[config.mk]
export PLATFORM = sky130hd
export DESIGN_NAME = imm_extend_unit
export DESIGN_NICKNAME = d
export VERILOG_FILES = /design/src/rtl/imm_extend_unit.sv
export SDC_FILE = /design/constraint.sdc
export NUM_CORES = 1
export LEC_CHECK = 0
export BUFFER_PORTS_ARGS = -buffer_cell sky130_fd_sc_hd__buf_2
export CAP_MARGIN = 25
export CORE_UTILIZATION = 50
export CTS_CLUSTER_DIAMETER = 50
export CTS_CLUSTER_SIZE = 28
export DETAILED_ROUTE_END_ITERATION = 16
export GPL_ROUTABILITY_DRIVEN = 0
export GPL_TIMING_DRIVEN = 0
export PLACE_DENSITY_LB_ADDON = 0.25
export SYNTH_ARGS = -nofsm -noshare
export SYNTH_HDL_FRONTEND = slang
export SYNTH_SLANG_ARGS = --single-unit
[constraint.sdc]
create_clock -name clk -period 1.5 [get_ports clk]
set_clock_uncertainty 0.1 [all_clocks]
set_input_delay 0.15 -clock clk [delete_from_list [all_inputs] [get_ports clk]]
set_output_delay 0.15 -clock clk [all_outputs]
set_load 0.1 [all_outputs]
[src/rtl/imm_extend_unit.sv]
// imm_extend_unit: registered immediate extension for the ARM-style datapath.
// Decodes the low 24 instruction bits according to ImmSrc into a 32-bit
// immediate, with a rotate carry-out and a flag for the reserved format.
// Results appear one clock after in_valid, qualified by out_valid.
module imm_extend_unit #(
  parameter int DATA_W  = 32,
  parameter int INSTR_W = 24
) (
  input  logic               clk,
  input  logic               rst_n,
  input  logic               in_valid,
  input  logic [INSTR_W-1:0] Instruction,
  input  logic [1:0]         ImmSrc,
  output logic [DATA_W-1:0]  ExtImm,
  output logic               out_valid,
  output logic               ShifterCarry,
  output logic               ImmIllegal
);

  typedef enum logic [1:0] {
    SRC_DP     = 2'b00,
    SRC_MEM    = 2'b01,
    SRC_BRANCH = 2'b10,
    SRC_RSVD   = 2'b11
  } imm_src_t;

  imm_src_t          src;
  logic [7:0]        imm8;
  logic [3:0]        rot;
  logic [DATA_W-1:0] dp_zext;
  logic [2*DATA_W-1:0] dp_doubled;
  logic [DATA_W-1:0] dp_rotated;

  logic [DATA_W-1:0] next_imm;
  logic              next_carry;
  logic              next_illegal;

  assign src  = imm_src_t'(ImmSrc);
  assign imm8 = Instruction[7:0];
  assign rot  = Instruction[11:8];

  // Rotate-right of the 8-bit immediate by twice the rotate field: shifting a
  // doubled copy right makes the wrapped bits land in the low word.
  always_comb begin
    dp_zext    = {{(DATA_W-8){1'b0}}, imm8};
    dp_doubled = {dp_zext, dp_zext} >> {rot, 1'b0};
    dp_rotated = dp_doubled[DATA_W-1:0];
  end

  // Format decode; the default arm matches the reserved encoding so no X escapes.
  always_comb begin
    next_imm     = '0;
    next_carry   = 1'b0;
    next_illegal = 1'b0;
    case (src)
      SRC_DP: begin
        next_imm   = dp_rotated;
        next_carry = (rot != 4'd0) ? dp_rotated[DATA_W-1] : 1'b0;
      end
      SRC_MEM: begin
        next_imm = {{(DATA_W-12){1'b0}}, Instruction[11:0]};
      end
      SRC_BRANCH: begin
        next_imm = {{(DATA_W-INSTR_W-2){Instruction[INSTR_W-1]}}, Instruction, 2'b00};
      end
      default: begin
        next_imm     = '0;
        next_illegal = 1'b1;
      end
    endcase
  end

  // Output register: capture on valid input, otherwise hold data and drop valid.
  always_ff @(posedge clk or negedge rst_n) begin
    if (!rst_n) begin
      ExtImm       <= '0;
      out_valid    <= 1'b0;
      ShifterCarry <= 1'b0;
      ImmIllegal   <= 1'b0;
    end else begin
      out_valid <= in_valid;
      if (in_valid) begin
        ExtImm       <= next_imm;
        ShifterCarry <= next_carry;
        ImmIllegal   <= next_illegal;
      end
    end
  end

endmodule

==> results of run 1 <==
layout make-up:
cell class	count	area, sq um
repair buffers	65	340.3
multi-input cells	170	1090
plain buffers	18	95.09
well taps	50	62.56
fillers	357	1405
flip-flops and latches	35	877.1
inverters	8	30.03
clock buffers	8	100.1
repair_timing:
action	CTS	global route
gates resized for setup	0	2
endpoints found under the hold margin	37	0
hold buffers	3	0
setup endpoints to repair	0	7
cells in the mapped netlist, types with 3 or more instances:
library cell	count	share of area (%)
buf_4	3	1.1
nand3_1	10	2.4
nor2_1	25	4.5
mux2i_2	3	2.0
o21ai_0	20	4.8
clkbuf_1	6	1.1
buf_2	7	1.7
a221oi_1	7	2.9
o221ai_1	7	2.9
a31oi_1	6	1.8
nor2b_1	10	3.0
o2bb2ai_1	3	1.3
a21boi_0	6	2.2
a21oi_1	11	2.6
inv_1	8	1.4
nand3b_1	3	1.1
dfrtp_1	35	42
nand2_1	20	3.6
nor3_1	3	0.72
mux2i_1	5	2.4
a22oi_1	3	1.1
how the worst min path moves through the flow:
stage,from,endpoint,slack (ns),cells after the start
2_1_floorplan,rst_n,ExtImm[0],-0.25,0
6_report,Instruction[12],ExtImm[14],0.02,3
3_5_place_dp,rst_n,ExtImm[31],0.18,1
4_1_cts,Instruction[12],ExtImm[14],0.02,3
3_3_place_gp,rst_n,ShifterCarry,0.16,1
5_1_grt,Instruction[22],ExtImm[24],0.04,3
registers in the layout, indices dropped and copies added, names as in the netlist:
| signal | cells |
|---|---|
| ExtImm | 32 |
| ShifterCarry | 1 |
| out_valid | 1 |
| ImmIllegal | 1 |
stage by stage:
stage / hold WS (ns) / cells
floorplan: -0.2456 / 231
detailed placement: 0.1771 / 343
global route: 0.04063 / 354
global placement: 0.1638 / 343
CTS: 0.01623 / 354
finish: 0.01866 / 354
layer usage:
metal / GRT usage, % / wire length (microns) / up-vias
li1: - / - / 997
met1: 39.76 / 2595 / 1001
met2: 44.39 / 2789 / 148
met3: 7.363 / 664 / 23
met4: 16.49 / 174 / 0
met5: 0 / 0 / -
where the power goes:
group          total, uW  internal [uW]  switching (uW)
clock network        753            419             334
logic               1110            217             898
registers           1060           1020            35.1
worst max-delay path: cells and delay by family:
kind | cells | cell delay [ns]
AO/OA/AOI/OAI | 2 | 0.54
multiplexers | 1 | 0.31
buffers and inverters | 2 | 0.31
AND/OR/NAND/NOR | 1 | 0.11
logic make-up (layout without fill, tap and decap cells):
group                  count (synthesis)  in the layout  synth area share [%]
and+or+nand+nor                       85             85                 21.33
AOI/OAI and AO/OA                     75             75                 25.12
DFF                                   35             35                 42.07
buffers and inverters                 26             99                 6.009
muxes                                 10             10                 5.469
==> key figures, run 1 <==
Outcome
  – Status: completed

Setup path
  – Crit-path cells: buf_2 > buf_6 > mux2i_1 > nor2_1 > a222oi_1 > o221ai_1
  – Critical path data required time: roughly 1.6 ns
  – Crit. End Element: register
  – Slowest cell on crit path: a222oi_1
  – Worst R2R End: ExtImm[3]
  – Crit Path Class: in -> reg
  – CP arrival: about 1.4 ns
  – Startpoint Class: primary input
  – Crit path from: Instruction[8]
  – Worst Setup EP: ExtImm[5]
  – Slowest stage delay, CP: 0.38 ns
  – R2R setup slack: 0.47 ns
  – Cell depth of the worst flop-to-flop path: 3
  – CP Max Fanout: 10
  – Worst r2r src: ExtImm[3]

Cells and area
  – Area grow syn2layout: 24.64%
  – Finished Cell Area: about 2600 sq um
  – Fin nets: 332
  – Most common cell after layout, fill and taps aside: buf_2
  – Most frequent cells in the layout: buf_2 (69), dfrtp_1 (34), nor2_1 (25)
  – Layout cell share with drive strength beyond 1: around 30%
  – ANT cells: 0
  – Finished Core Util: between 60% and 70%

Logic synthesis
  – Register bit count reported by yosys: 35
  – Syn avg cell area: between 9 and 10 sq um
  – Distinct cells, synth: 44
  – Post-Syn Area: approximately 2100 sq um
  – Post-synthesis cell count: around 230
  – Async SR Flop Fraction: 100.0%
  – Post-Syn Nets: 260
  – Yosys warns: 0
  – Primary FF master, synth: dfrtp_1
  – EDFF count, synth: 0
  – Post-synthesis sequential area ratio: between 40 and 50%

Clocking
  – CTS H-Tree Depth: 2
  – Clock sink total: 35
  – Post-CTS setup buffers: 0
  – Clk buf depth: 2
  – Inserted Clock Buffers: 5
  – Reg clk slew, reported paths: 0.08 ns
  – Clk Latency, worst-skew pair: about 0.29 ns
  – Root Buffer: clkbuf_8
  – CTS tree: built

Global route
  – First-pass GRT wire length: ~10000 microns
  – Initial antenna violation count: 0
  – GRT Total Usage: between 20% and 30%
  – Largest net degree at the start of global routing: 36
  – Vias in the first global route: 1995
  – Gr ovfl total: 0

Timing
  – Final Setup Violations: 0
  – F_max: 732.7 MHz
  – Rel. slew slack: 47.87%
  – RSZ-0062 raised after global routing: no
  – Max-slew violations: 0
  – Tmin final: 1.365 ns
  – Setup slack after layout: about 0.14 ns
  – Worst Max-Slew Pin Slew: approximately 0.8 ns
  – Final TNS setup: 0 ns
  – Tcrit/Tclk final: ~91%
  – Final hold violations: 0

Floorplan
  – Initial Util: ~52%
  – Core Box Area: approximately 4000 sq um
  – Die ar.: 4426 sq um
  – Die span in x: 66.53 microns
  – # IOs: 64
  – Die H: between 60 and 70 microns
  – Rows: 23

Detailed routing
  – 1st-pass router iterations: 5
  – Vias: ~2200
  – Final wirelength: approximately 6200 microns
  – Starting DRT DRC Count: 180
  – Drc violations: 0
  – Wirelength per Cell: between 15 and 20 microns
  – Final ANT Viol Nets: 0
  – Via/cell ratio: approximately 6.1

Power
  – Leak: around 0.0012 uW
  – Peak VDD IR: around 0.63 mV
  – Total power: slightly below 3000 uW
  – Pwr Density: between 1000 and 1500 nW/um^2

Placed design
  – Dpl hpwl: around 4400 microns
  – Port bufs: 62
  – Post-DP Area: about 2500 sq um
  – Setup WS pre-CTS: -0.2427 ns

Flow run
  – Max_cap viols: 0

Hold path
  – Hold WC Path Type: in -> reg
Power figures use the tool's default switching activity.
==> run 2, diff against run 1 <==
- GPL_ROUTABILITY_DRIVEN: 0 -> unset
- MAX_ROUTING_LAYER: unset -> met4
- clock period: 1.5 -> 1.7 ns (I/O delays scaled with it)
==> run 2 against run 1 <==
The flow now finishes with violations (design-rule violations). Utilization decreased by 0.81 points. Hold slack improved by 0.00054 ns. Clock-buffer cell count down 2. Clock power decreased by 18%. Die area unchanged. Final cell count decreased by 0.56%. Via count fell by 0.88%. Sequential share of layout area is 0.38 points higher. Largest power group unchanged. Routed wire length up 4.2%.
==> key figures, run 2 (synthesis results as in run 1) <==
Timing
  – RSZ-0062 raised after global routing: no
  – Tcrit/Tclk final: 88.43%
  – Final TNS setup: 0 ns (unchanged)
  – Worst Max-Slew Pin Slew: 0.8120 ns (+0.03000 ns)
  – Hold slack: 0.01920 ns (+0.0005416 ns)
  – F_max: 665.2 MHz
  – Setup slack after layout: 0.1967 ns (+0.06150 ns)
  – Final Setup Violations: 0 (unchanged)
  – Tmin final: 1.503 ns
  – Max-slew violations: 0 (unchanged)
  – Rel. slew slack: 45.87% (-2.0 points)
  – Final hold violations: 0 (unchanged)

Global route
  – Initial antenna violation count: 0 (unchanged)
  – Vias in the first global route: 1960 (-1.8%)
  – First-pass GRT wire length: 10260 microns (+5.4%)
  – GRT Total Usage: 33.08% (+3.1 points)
  – Gr ovfl total: 0 (unchanged)
  – Largest net degree at the start of global routing: 36 (unchanged)

Detailed routing
  – Drc violations: 2 (+2)
  – Vias: 2150 (-0.88%)
  – Via/cell ratio: 6.108 (-0.31%)
  – Final wirelength: 6485 microns (+4.2%)
  – Wirelength per Cell: 18.42 microns (+4.8%)
  – 1st-pass router iterations: 11 (+6)
  – Starting DRT DRC Count: 208 (+16%)
  – Final ANT Viol Nets: 0 (unchanged)

Floorplan
  – Core Box Area: 4000 sq um (unchanged)
  – Die ar.: 4426 sq um (unchanged)
  – Die H: 66.53 microns (unchanged)
  – Die span in x: 66.53 microns (unchanged)
  – # IOs: 64 (unchanged)
  – Rows: 23 (unchanged)
  – Initial Util: 52.05% (unchanged)

Setup path
  – R2R setup slack: 0.65 ns (+0.18 ns)
  – Startpoint Class: primary input
  – Worst R2R End: ExtImm[3]
  – Cell depth of the worst flop-to-flop path: 3 (unchanged)
  – Crit path from: ImmSrc[0]
  – Crit Path Class: in -> reg
  – Crit. End Element: register
  – CP Max Fanout: 10 (unchanged)
  – CP arrival: 1.61 ns (+0.18 ns)
  – Worst Setup EP: ExtImm[29]
  – Worst r2r src: ExtImm[3]
  – Critical path data required time: 1.81 ns (+0.25 ns)

Power
  – Pwr Density: 990.1 nW/um^2 (-12%)
  – Power share of the combinational group: 38.7% (+0.6 points)
  – Clock Power Share: 24.4% (-1.3 points)
  – Leak: 0.001191 uW (-0.68%)
  – Total power: 2537 uW (-13%)
  – Sequential power share: 36.9% (+0.7 points)
  – Internal power: 1409 uW (-15%)
  – Peak VDD IR: 0.4777 mV (-24%)
  – Switching Share: 44.47% (+1.1 points)
  – Net Sw Power: 1128 uW (-11%)

Outcome
  – Failing checks: design-rule violations
  – Status: finished with violations

Clocking
  – Clock sink total: 35 (unchanged)
  – CTS H-Tree Depth: 2 (unchanged)
  – Inserted Clock Buffers: 5 (unchanged)
  – Clk buf depth: 2 (unchanged)
  – Clk Latency, worst-skew pair: 0.29 ns (about the same)
  – Root Buffer: clkbuf_8
  – PostCTS Resize Cnt: 0 (unchanged)
  – CTS tree: built
  – Reg clk slew, reported paths: 0.07 ns (about the same)

Cells and area
  – Most frequent cells in the layout: buf_2 (69), dfrtp_1 (35), nor2_1 (25)
  – Fin nets: 331 (-0.30%)
  – Biggest register: ExtImm
  – Max reg flops: 32 (unchanged)
  – ANT cells: 0 (unchanged)
  – Finished Core Util: 64.06% (-0.81 points)
  – Most common cell after layout, fill and taps aside: buf_2
  – Layout cell share with drive strength beyond 1: 29.80% (-0.79 points)
  – Area grow syn2layout: 23.08%

Placed design
  – Port bufs: 62 (unchanged)
  – Dpl hpwl: 4656 microns (+5.3%)
  – Placer Congestion: between 0.9 and 1
  – Setup WS pre-CTS: -0.08164 ns (+0.1611 ns)

Hold path
  – Hold WC Path Type: in -> reg

Flow run
  – Max_cap viols: 0 (unchanged)
-- run 2: per-stage QoR --
step | instances | cell area, sq um
global placement | 343 | 2455
floorplan | 231 | 2082
CTS | 352 | 2562
detailed placement | 343 | 2455
global route | 352 | 2562
finish | 352 | 2562
-- run 2: metal layers --
layer,global-route usage (%),vias to the layer above,share of wire (%)
met5,-,-,0
met4,12.23,0,2.2
met3,4.110,14,8.6
met2,50.38,129,46
met1,45.15,1003,43
li1,-,1004,-
-- run 2: final cells by class --
| type | count | area, sq um |
|---|---|---|
| repair buffers | 64 | 330.3 |
| plain buffers | 18 | 95.09 |
| well taps | 50 | 62.56 |
| fillers | 384 | 1438 |
| multi-input cells | 170 | 1081 |
| inverters | 8 | 30.03 |
| clock buffers | 6 | 82.58 |
| clock inverters | 1 | 5.005 |
| flip-flops and latches | 35 | 875.8 |
-- run 2: worst min path at each step --
stage | start | end | slack (ns) | cells past startpoint
global placement | rst_n | ExtImm[11] | 0.19 | 1
detailed placement | rst_n | ExtImm[11] | 0.21 | 1
finish | Instruction[22] | ExtImm[24] | 0.02 | 3
floorplan | rst_n | ExtImm[0] | -0.23 | 0
CTS | Instruction[13] | ExtImm[15] | 0.02 | 3
global route | Instruction[13] | ExtImm[15] | 0.02 | 3
-- run 2: what timing repair did --
action	4_1_cts	5_1_grt
endpoints found under the setup margin	0	0
hold endpoints to repair	36	0
hold buffers	2	0
setup buffers	0	0
-- run 2: power groups by stage --
stage | Combinational [uW] | Sequential [uW] | Clock (uW)
3_3_place_gp | 970 | 948 | 0
6_report | 983 | 936 | 618
2_1_floorplan | 234 | 1470 | 0
3_5_place_dp | 974 | 950 | 0
4_1_cts | 979 | 935 | 625
5_1_grt | 1030 | 943 | 651
-- run 2: critical path, cell delays in order --
cell	delay, ns
buf_2	0.10
buf_2	0.19
a21oi_1	0.58
nand2_1	0.32
o21ai_0	0.24
